[config.mk]
export PLATFORM = sky130hd
export DESIGN_NAME = requant_pipe
export DESIGN_NICKNAME = d
export VERILOG_FILES = /design/src/rtl/requant_pipe.sv
export SDC_FILE = /design/constraint.sdc
export NUM_CORES = 2
export LEC_CHECK = 0
export BUFFER_PORTS_ARGS = -buffer_cell sky130_fd_sc_hd__clkbuf_2
export CAP_MARGIN = 20
export CORE_ASPECT_RATIO = 2
export CORE_MARGIN = 2
export CORE_UTILIZATION = 55
export CTS_BUF_LIST = sky130_fd_sc_hd__clkbuf_8 sky130_fd_sc_hd__clkbuf_16
export DETAILED_ROUTE_END_ITERATION = 8
export GPL_ROUTABILITY_DRIVEN = 0
export GPL_TIMING_DRIVEN = 0
export PLACE_DENSITY_LB_ADDON = 0.12
export SETUP_SLACK_MARGIN = 0.3
export SYNTH_ARGS = -nofsm -noshare
export SYNTH_HDL_FRONTEND = slang
export SYNTH_SLANG_ARGS = --single-unit
[constraint.sdc]
create_clock -name clk -period 19.9 [get_ports clk]
set_input_delay 2.985 -clock clk [delete_from_list [all_inputs] [get_ports clk]]
set_output_delay 2.985 -clock clk [all_outputs]
set_load 0.005 [all_outputs]
[src/rtl/requant_pipe.sv]
// requant_pipe: streaming INT32 -> INTn requantizer.
// Three stages: S1 multiply by per-channel scale, S2 round and arithmetic
// shift, S3 ReLU, zero-point add and saturation. Channel parameters come from
// an internal table indexed by an auto-incrementing channel counter.
//
// Handshake: a beat moves on in_valid && in_ready and leaves on
// out_valid && out_ready. All stages advance together on
// en = !out_valid || out_ready, and in_ready is exactly en, so a stalled
// output holds every stage and keeps out_data/out_ch/out_last stable.
module requant_pipe #(
    parameter int IN_W    = 32,
    parameter int SCALE_W = 16,
    parameter int SHIFT_W = 6,
    parameter int OUT_W   = 8,
    parameter int NUM_CH  = 16,
    parameter int CH_W    = (NUM_CH > 1) ? $clog2(NUM_CH) : 1
) (
    input  logic                     clk,
    input  logic                     rst,
    input  logic                     in_valid,
    output logic                     in_ready,
    input  logic signed [IN_W-1:0]   in_data,
    input  logic                     in_last,
    output logic                     out_valid,
    input  logic                     out_ready,
    output logic signed [OUT_W-1:0]  out_data,
    output logic [CH_W-1:0]          out_ch,
    output logic                     out_last,
    input  logic                     cfg_we,
    input  logic [CH_W-1:0]          cfg_ch,
    input  logic [SCALE_W-1:0]       cfg_scale,
    input  logic [SHIFT_W-1:0]       cfg_shift,
    input  logic signed [OUT_W-1:0]  cfg_zp,
    input  logic [1:0]               round_mode,
    input  logic                     relu_en,
    output logic                     sat_flag,
    input  logic                     sat_clr
);

    // Product width, plus one guard bit for the rounding add and zp add.
    localparam int PW = IN_W + SCALE_W + 1;
    localparam int RW = PW + 1;
    localparam logic signed [RW-1:0] SAT_MAX = RW'((2 ** (OUT_W - 1)) - 1);
    localparam logic signed [RW-1:0] SAT_MIN = RW'(-(2 ** (OUT_W - 1)));

    // Channel parameter table
    logic [SCALE_W-1:0]       r_scale [NUM_CH];
    logic [SHIFT_W-1:0]       r_shift [NUM_CH];
    logic signed [OUT_W-1:0]  r_zp    [NUM_CH];

    logic [CH_W-1:0]          r_ch;

    // Stage 1 registers
    logic                     r1_valid;
    logic signed [PW-1:0]     r1_prod;
    logic [SHIFT_W-1:0]       r1_shift;
    logic signed [OUT_W-1:0]  r1_zp;
    logic [CH_W-1:0]          r1_ch;
    logic                     r1_last;
    logic [1:0]               r1_mode;
    logic                     r1_relu;

    // Stage 2 registers
    logic                     r2_valid;
    logic signed [RW-1:0]     r2_res;
    logic signed [OUT_W-1:0]  r2_zp;
    logic [CH_W-1:0]          r2_ch;
    logic                     r2_last;
    logic                     r2_relu;

    // Stage 3 (output) registers
    logic                     r3_valid;
    logic signed [OUT_W-1:0]  r3_data;
    logic [CH_W-1:0]          r3_ch;
    logic                     r3_last;
    logic                     r_sat;

    logic                     w_en;
    logic                     w_accept;
    logic signed [PW-1:0]     w_prod;
    logic signed [RW-1:0]     w_ext;
    logic signed [RW-1:0]     w_half;
    logic signed [RW-1:0]     w_disc;
    logic signed [RW-1:0]     w_trunc;
    logic signed [RW-1:0]     w_round;
    logic                     w_tie;
    logic signed [RW-1:0]     w_relu;
    logic signed [RW-1:0]     w_sum;
    logic                     w_clamp_hi;
    logic                     w_clamp_lo;
    logic signed [OUT_W-1:0]  w_out;

    assign w_en     = !r3_valid || out_ready;
    assign w_accept = in_valid && w_en;
    assign in_ready = w_en;

    // Scale is unsigned, so it is zero-extended by one bit before the signed multiply.
    assign w_prod = $signed(in_data) * $signed({1'b0, r_scale[r_ch]});

    // Table writes land on the next edge; a beat accepted on that edge still saw the old entry.
    always_ff @(posedge clk or posedge rst) begin
        if (rst) begin
            for (int i = 0; i < NUM_CH; i++) begin
                r_scale[i] <= SCALE_W'(1);
                r_shift[i] <= '0;
                r_zp[i]    <= '0;
            end
        end else if (cfg_we && (int'(cfg_ch) < NUM_CH)) begin
            r_scale[cfg_ch] <= cfg_scale;
            r_shift[cfg_ch] <= cfg_shift;
            r_zp[cfg_ch]    <= cfg_zp;
        end
    end

    // Channel counter: steps on each accepted beat, restarts after a row's last beat.
    always_ff @(posedge clk or posedge rst) begin
        if (rst) begin
            r_ch <= '0;
        end else if (w_accept) begin
            if (in_last || (r_ch == CH_W'(NUM_CH - 1))) begin
                r_ch <= '0;
            end else begin
                r_ch <= r_ch + CH_W'(1);
            end
        end
    end

    // S1: capture product and the per-beat parameters that travel with it.
    always_ff @(posedge clk or posedge rst) begin
        if (rst) begin
            r1_valid <= 1'b0;
            r1_prod  <= '0;
            r1_shift <= '0;
            r1_zp    <= '0;
            r1_ch    <= '0;
            r1_last  <= 1'b0;
            r1_mode  <= '0;
            r1_relu  <= 1'b0;
        end else if (w_en) begin
            r1_valid <= in_valid;
            r1_prod  <= w_prod;
            r1_shift <= r_shift[r_ch];
            r1_zp    <= r_zp[r_ch];
            r1_ch    <= r_ch;
            r1_last  <= in_last;
            r1_mode  <= round_mode;
            r1_relu  <= relu_en;
        end
    end

    // S2 datapath: truncate, round-half-up, or round-half-even; huge shifts collapse to 0 or -1.
    always_comb begin
        w_ext   = RW'(r1_prod);
        w_half  = '0;
        w_disc  = '0;
        w_trunc = '0;
        w_tie   = 1'b0;
        w_round = '0;
        if (r1_shift == '0) begin
            w_round = w_ext;
        end else if (int'(r1_shift) >= PW) begin
            w_round = ((r1_mode == 2'd0) && r1_prod[PW-1]) ? {RW{1'b1}} : '0;
        end else begin
            w_half  = RW'(1) << (r1_shift - SHIFT_W'(1));
            w_disc  = w_ext & ((RW'(1) << r1_shift) - RW'(1));
            w_trunc = w_ext >>> r1_shift;
            w_tie   = (w_disc == w_half) && !w_trunc[0];
            if ((r1_mode == 2'd0) || ((r1_mode == 2'd2) && w_tie)) begin
                w_round = w_trunc;
            end else begin
                w_round = (w_ext + w_half) >>> r1_shift;
            end
        end
    end

    // S2: register the rounded, shifted result.
    always_ff @(posedge clk or posedge rst) begin
        if (rst) begin
            r2_valid <= 1'b0;
            r2_res   <= '0;
            r2_zp    <= '0;
            r2_ch    <= '0;
            r2_last  <= 1'b0;
            r2_relu  <= 1'b0;
        end else if (w_en) begin
            r2_valid <= r1_valid;
            r2_res   <= w_round;
            r2_zp    <= r1_zp;
            r2_ch    <= r1_ch;
            r2_last  <= r1_last;
            r2_relu  <= r1_relu;
        end
    end

    // S3 datapath: ReLU before the zero point, then saturate to the output range.
    always_comb begin
        w_relu     = (r2_relu && (r2_res < 0)) ? '0 : r2_res;
        w_sum      = w_relu + RW'(r2_zp);
        w_clamp_hi = w_sum > SAT_MAX;
        w_clamp_lo = w_sum < SAT_MIN;
        w_out      = w_sum[OUT_W-1:0];
        if (w_clamp_hi) begin
            w_out = SAT_MAX[OUT_W-1:0];
        end else if (w_clamp_lo) begin
            w_out = SAT_MIN[OUT_W-1:0];
        end
    end

    // S3: output register.
    always_ff @(posedge clk or posedge rst) begin
        if (rst) begin
            r3_valid <= 1'b0;
            r3_data  <= '0;
            r3_ch    <= '0;
            r3_last  <= 1'b0;
        end else if (w_en) begin
            r3_valid <= r2_valid;
            r3_data  <= w_out;
            r3_ch    <= r2_ch;
            r3_last  <= r2_last;
        end
    end

    // Sticky saturation flag; a new saturation beats a simultaneous clear.
    always_ff @(posedge clk or posedge rst) begin
        if (rst) begin
            r_sat <= 1'b0;
        end else if (w_en && r2_valid && (w_clamp_hi || w_clamp_lo)) begin
            r_sat <= 1'b1;
        end else if (sat_clr) begin
            r_sat <= 1'b0;
        end
    end

    assign out_valid = r3_valid;
    assign out_data  = r3_data;
    assign out_ch    = r3_ch;
    assign out_last  = r3_last;
    assign sat_flag  = r_sat;

endmodule

==> results.sh, run 1 <==
export IMPL_dp_cells=8048
export IMPL_cts_resized=0
export IMPL_start_util_pct=55.2
export IMPL_yosys_warnings=0
export IMPL_async_flop_share_pct=100
export IMPL_cts_setup_buffers=0
export IMPL_synth_most_common_cell="nand2_1"
export IMPL_synth_lib_cells_used_distinct=117
export IMPL_synth_ff_type="dfrtp_1"
export IMPL_synthTopCellsByCount="751 x nand2_1, 655 x inv_1, 620 x dfrtp_1"
export IMPL_hold_buffers=0
export IMPL_haltStage="global routing"
export IMPL_ys_ff_latch=636
export IMPL_status="did not finish"
export IMPL_ys_top_cells_by_area="dfrtp_1 25%, fa_1 16%, mux2_2 9.4%, mux4_2 7.5%, nand2_1 4.6%"
export IMPL_synth_area_leader_cell="dfrtp_1"
export IMPL_synth_enable_flop_cells=0
export IMPL_syn_inst=6439
export IMPL_hpwl_microns=200000
export IMPL_root_buffer="clkbuf_16"
export IMPL_grt_pass1_wl_microns=482000
export IMPL_grt_ovfl_total=426
export IMPL_die_h_microns=479
export IMPL_fp_dieW_microns=241
export IMPL_rows=174
export IMPL_ctsLongestPathBuffers=3
export IMPL_synth_area_sq_um=61900
export IMPL_cts_made_buffers=57
export IMPL_num_io_pins=92
export IMPL_cts_sinks=636
export IMPL_dpl_cell_area_sq_um=64700
export IMPL_grt_usage_pct=57.4
export IMPL_avgSynthCellArea_sq_um=9.62
export IMPL_seq_area_frac_synth_pct=25.7
export IMPL_grt_start_max_net_pins=45
export IMPL_toolErrorMsg="[ERROR GRT-0116] Global routing finished with congestion. Check the congestion regions in the DRC Viewer."
export IMPL_cts_htree_levels=2
export IMPL_synth_top_cell_area_share_pct=25.1
export IMPL_syn_nets=7223
export IMPL_port_buffers=91
export IMPL_grt_pass1_vias=63900
-- through the flow --
step	setup WS, ns	util, %
after floorplan	8.24	-
after global placement	4.83	57.3
after detailed placement	7.95	57.7
after CTS	7.87	59.3
-- per-layer routing --
layer | overflow | track usage [%]
met1 | 2 | 59.6
met2 | 247 | 76.6
met3 | 7 | 39.7
met4 | 169 | 47.8
met5 | 1 | 16.5
-- cells by family after synthesis --
| family | after synthesis | share of synthesized area (%) |
|---|---|---|
| buf+inv | 1115 | 6.93 |
| xor+xnor | 131 | 1.85 |
| mux | 805 | 18.2 |
| simple gates | 1839 | 14.1 |
| compound gates | 1205 | 12.9 |
| flops | 636 | 25.7 |
| fa+ha+maj | 708 | 20.3 |
==> run 2, diff against run 1 <==
Settings changed: CORE_ASPECT_RATIO 2 to not set, CORE_UTILIZATION 55 to 40, CTS_BUF_LIST sky130_fd_sc_hd__clkbuf_8 sky130_fd_sc_hd__clkbuf_16 to not set, PLACE_DENSITY_LB_ADDON 0.12 to 0.15, SETUP_SLACK_MARGIN 0.3 to not set.
Clock period 19.9 ns to 25.9 ns, I/O delays scaled along.
==> results.sh, run 2 <==
export IMPL_status="complete, but fails checks"
export IMPL_ys_top_cells_by_area="dfrtp_1 25%, fa_1 16%, mux2_2 9.4%, mux4_2 7.5%, nand2_1 4.6%"
export IMPL_most_common_layout_cells="751 x nand2_1, 654 x inv_1, 619 x dfrtp_1"
export IMPL_cts_resized=0
export IMPL_grt_pass1_vias=52600
export IMPL_hold_violations=0
export IMPL_hold_ws_ns=0.464
export IMPL_fin_crit_ns=11.05
export IMPL_setup_viol=0
export IMPL_rsz0062_at_grt="false"
export IMPL_largest_reg_flops=256
export IMPL_synth_area_sq_um=61900
export IMPL_synth_enable_flop_cells=0
export IMPL_root_buffer="clkbuf_16"
export IMPL_grt_start_max_net_pins=134
export IMPL_cts_sinks=636
export IMPL_drive_above_1_share_pct=16.5
export IMPL_final_common_cell="nand2_1"
export IMPL_crit_fanout=10
export IMPL_seq_area_frac_synth_pct=25.7
export IMPL_cts_made_buffers=71
export IMPL_synth_lib_cells_used_distinct=117
export IMPL_nets=7413
export IMPL_rows=144
export IMPL_violations="design-rule violations"
export IMPL_syn_to_final_growth_pct=9.38
export IMPL_final_core_util_pct=44.0
export IMPL_hpwl_microns=183000
export IMPL_synthTopCellsByCount="751 x nand2_1, 655 x inv_1, 620 x dfrtp_1"
export IMPL_use_met3_pct=9.83
export IMPL_start_util_pct=40.2
export IMPL_min_path_cells=2
export IMPL_die_h_microns=397
export IMPL_route_detailed_drc=156
export IMPL_critPathKind="input port to register"
export IMPL_wl_microns=243000
export IMPL_max_slew_margin_pct=5.95
export IMPL_use_met1_pct=40.5
export IMPL_fmax_ghz=0.0905
export IMPL_holdCritPathClass="register to register"
export IMPL_hold_buffers=0
export IMPL_cp_required_ns=26.41
export IMPL_critPathLaunch="in_data[6]"
export IMPL_drv_slew=0
export IMPL_antenna_left=0
export IMPL_grt_pass1_wl_microns=357000
export IMPL_finalCritPeriodShare_pct=42.7
export IMPL_first_pass_iters=9
export IMPL_viasPerCell=6.08
export IMPL_syn_inst=6439
export IMPL_ys_ff_latch=636
export IMPL_core_area_sq_um=154000
export IMPL_dieArea_sq_um=158000
export IMPL_vias=53200
export IMPL_fp_dieW_microns=397
export IMPL_synth_area_leader_cell="dfrtp_1"
export IMPL_yosys_warnings=0
export IMPL_post_drt_wl_per_cell_microns=27.8
export IMPL_use_met2_pct=45.6
export IMPL_drtIter0Drc=6852
export IMPL_grt_ovfl_total=0
export IMPL_cts_tree="yes"
export IMPL_arrival_ns=11.56
export IMPL_rr_startpoint="r_ch[0]$_DFFE_PP0P_"
export IMPL_busiest_layer="met2"
export IMPL_num_io_pins=92
export IMPL_crit_path_start_kind="input port"
export IMPL_cts_htree_levels=3
export IMPL_reg2reg_to="r1_prod[48]$_DFFE_PP0N_"
export IMPL_clk_latency_ns=0.68
export IMPL_reg2reg_slack_ns=15.26
export IMPL_tightestPinTransition_ns=1.41
export IMPL_antenna_found_initial=21
export IMPL_largest_register="r_scale"
export IMPL_synth_ff_type="dfrtp_1"
export IMPL_ctsLongestPathBuffers=3
export IMPL_critPathCapture="r1_prod[48]$_DFFE_PP0N_"
export IMPL_maxCapViolCount=0
export IMPL_avgSynthCellArea_sq_um=9.62
export IMPL_end_kind="register"
export IMPL_reg2reg_depth=30
export IMPL_fin_skew_ns=0.0248
export IMPL_synth_top_cell_area_share_pct=25.1
export IMPL_async_flop_share_pct=100
export IMPL_syn_nets=7223
export IMPL_synth_most_common_cell="nand2_1"
export IMPL_largest_registers="r_scale (256), r_zp (128), r_shift (96)"
export IMPL_path_clk_slew_ns=0.06
export IMPL_grt_usage_pct=30.4
export IMPL_cts_setup_buffers=0
export IMPL_port_buffers=91
## run 2: cell counts after synthesis
No cell type changed its count.
## run 2: cell type report
| class | count | area [sq um] |
|---|---|---|
| Buffer | 456 | 1820 |
| Antenna cell | 19 | 47.5 |
| Sequential cell | 636 | 15900 |
| Multi-Input combinational cell | 4688 | 41700 |
| Clock buffer | 109 | 2060 |
| Tap cell | 2044 | 2560 |
| Inverter | 659 | 2480 |
| Clock inverter | 18 | 245 |
| Timing Repair Buffer | 117 | 872 |
| Fill cell | 15100 | 86100 |
## run 2: how the worst min path moves through the flow
stage,start,endpoint,slack (ns)
floorplan,r2_res[29]$_DFFE_PP0N_,r2_res[29]$_DFFE_PP0N_,0.43
detailed placement,r1_ch[3]$_DFFE_PP0N_,r1_ch[3]$_DFFE_PP0N_,0.46
CTS,r1_zp[2]$_DFFE_PP0N_,r2_zp[2]$_DFFE_PP0N_,0.46
global route,r1_relu$_DFFE_PP0N_,r1_relu$_DFFE_PP0N_,0.48
finish,r1_ch[2]$_DFFE_PP0N_,r1_ch[2]$_DFFE_PP0N_,0.46
global placement,r2_last$_DFFE_PP0N_,r2_last$_DFFE_PP0N_,0.45
## run 2: through the flow
stage	TNS [ns]	instance area, sq um	instances	setup slack, ns
floorplan	0	61900	6439	4.23
global placement	-1673.22	64900	8574	-2.81
detailed placement	0	65200	8588	14.22
CTS	0	67500	8715	14.89
global route	0	67700	8733	14.49
finish	0	67700	8746	14.85
## run 2: critical path: stages
cell	delay, ns
clkbuf_2	0.17
clkbuf_1	0.64
nand2_1	0.17
fa_1	0.54
inv_1	0.05
fa_1	0.49
inv_1	0.05
fa_1	0.53
inv_1	0.05
fa_1	0.39
fa_1	0.51
inv_1	0.05
fa_1	0.47
inv_1	0.04
ha_1	0.31
and3_1	0.21
nor2b_1	0.17
o211ai_1	0.08
a21oi_1	0.11
o311ai_0	0.59
a21oi_1	0.15
nand3b_1	0.20
a21o_1	0.24
a2111o_1	0.46
a41oi_1	0.41
o21ai_0	0.19
xnor2_1	0.26
o21ai_0	0.10
## run 2: kinds of logic (layout without fill, tap and decap cells)
logic type,after synthesis,count (layout),synth area share (%)
AND/OR/NAND/NOR,1839,1839,14.1
AO/OA/AOI/OAI,1205,1205,12.9
buffers and inverters,1115,1359,6.93
multiplexers,805,805,18.2
adder cells (fa/ha/maj),708,708,20.3
flip-flops,636,636,25.7
XOR/XNOR,131,131,1.85
other,0,19,0
## run 2: metal layers
| layer | part of all wire [%] | vias to the layer above |
|---|---|---|
| met5 | 0.079 | - |
| met1 | 41 | 26600 |
| met2 | 43 | 3109 |
| met4 | 5.6 | 16 |
| li1 | - | 22600 |
| met3 | 11 | 898 |
Power of run 2 is not shown: default switching activity piles up to over one toggle a cycle in this logic, so the estimate is an artifact.
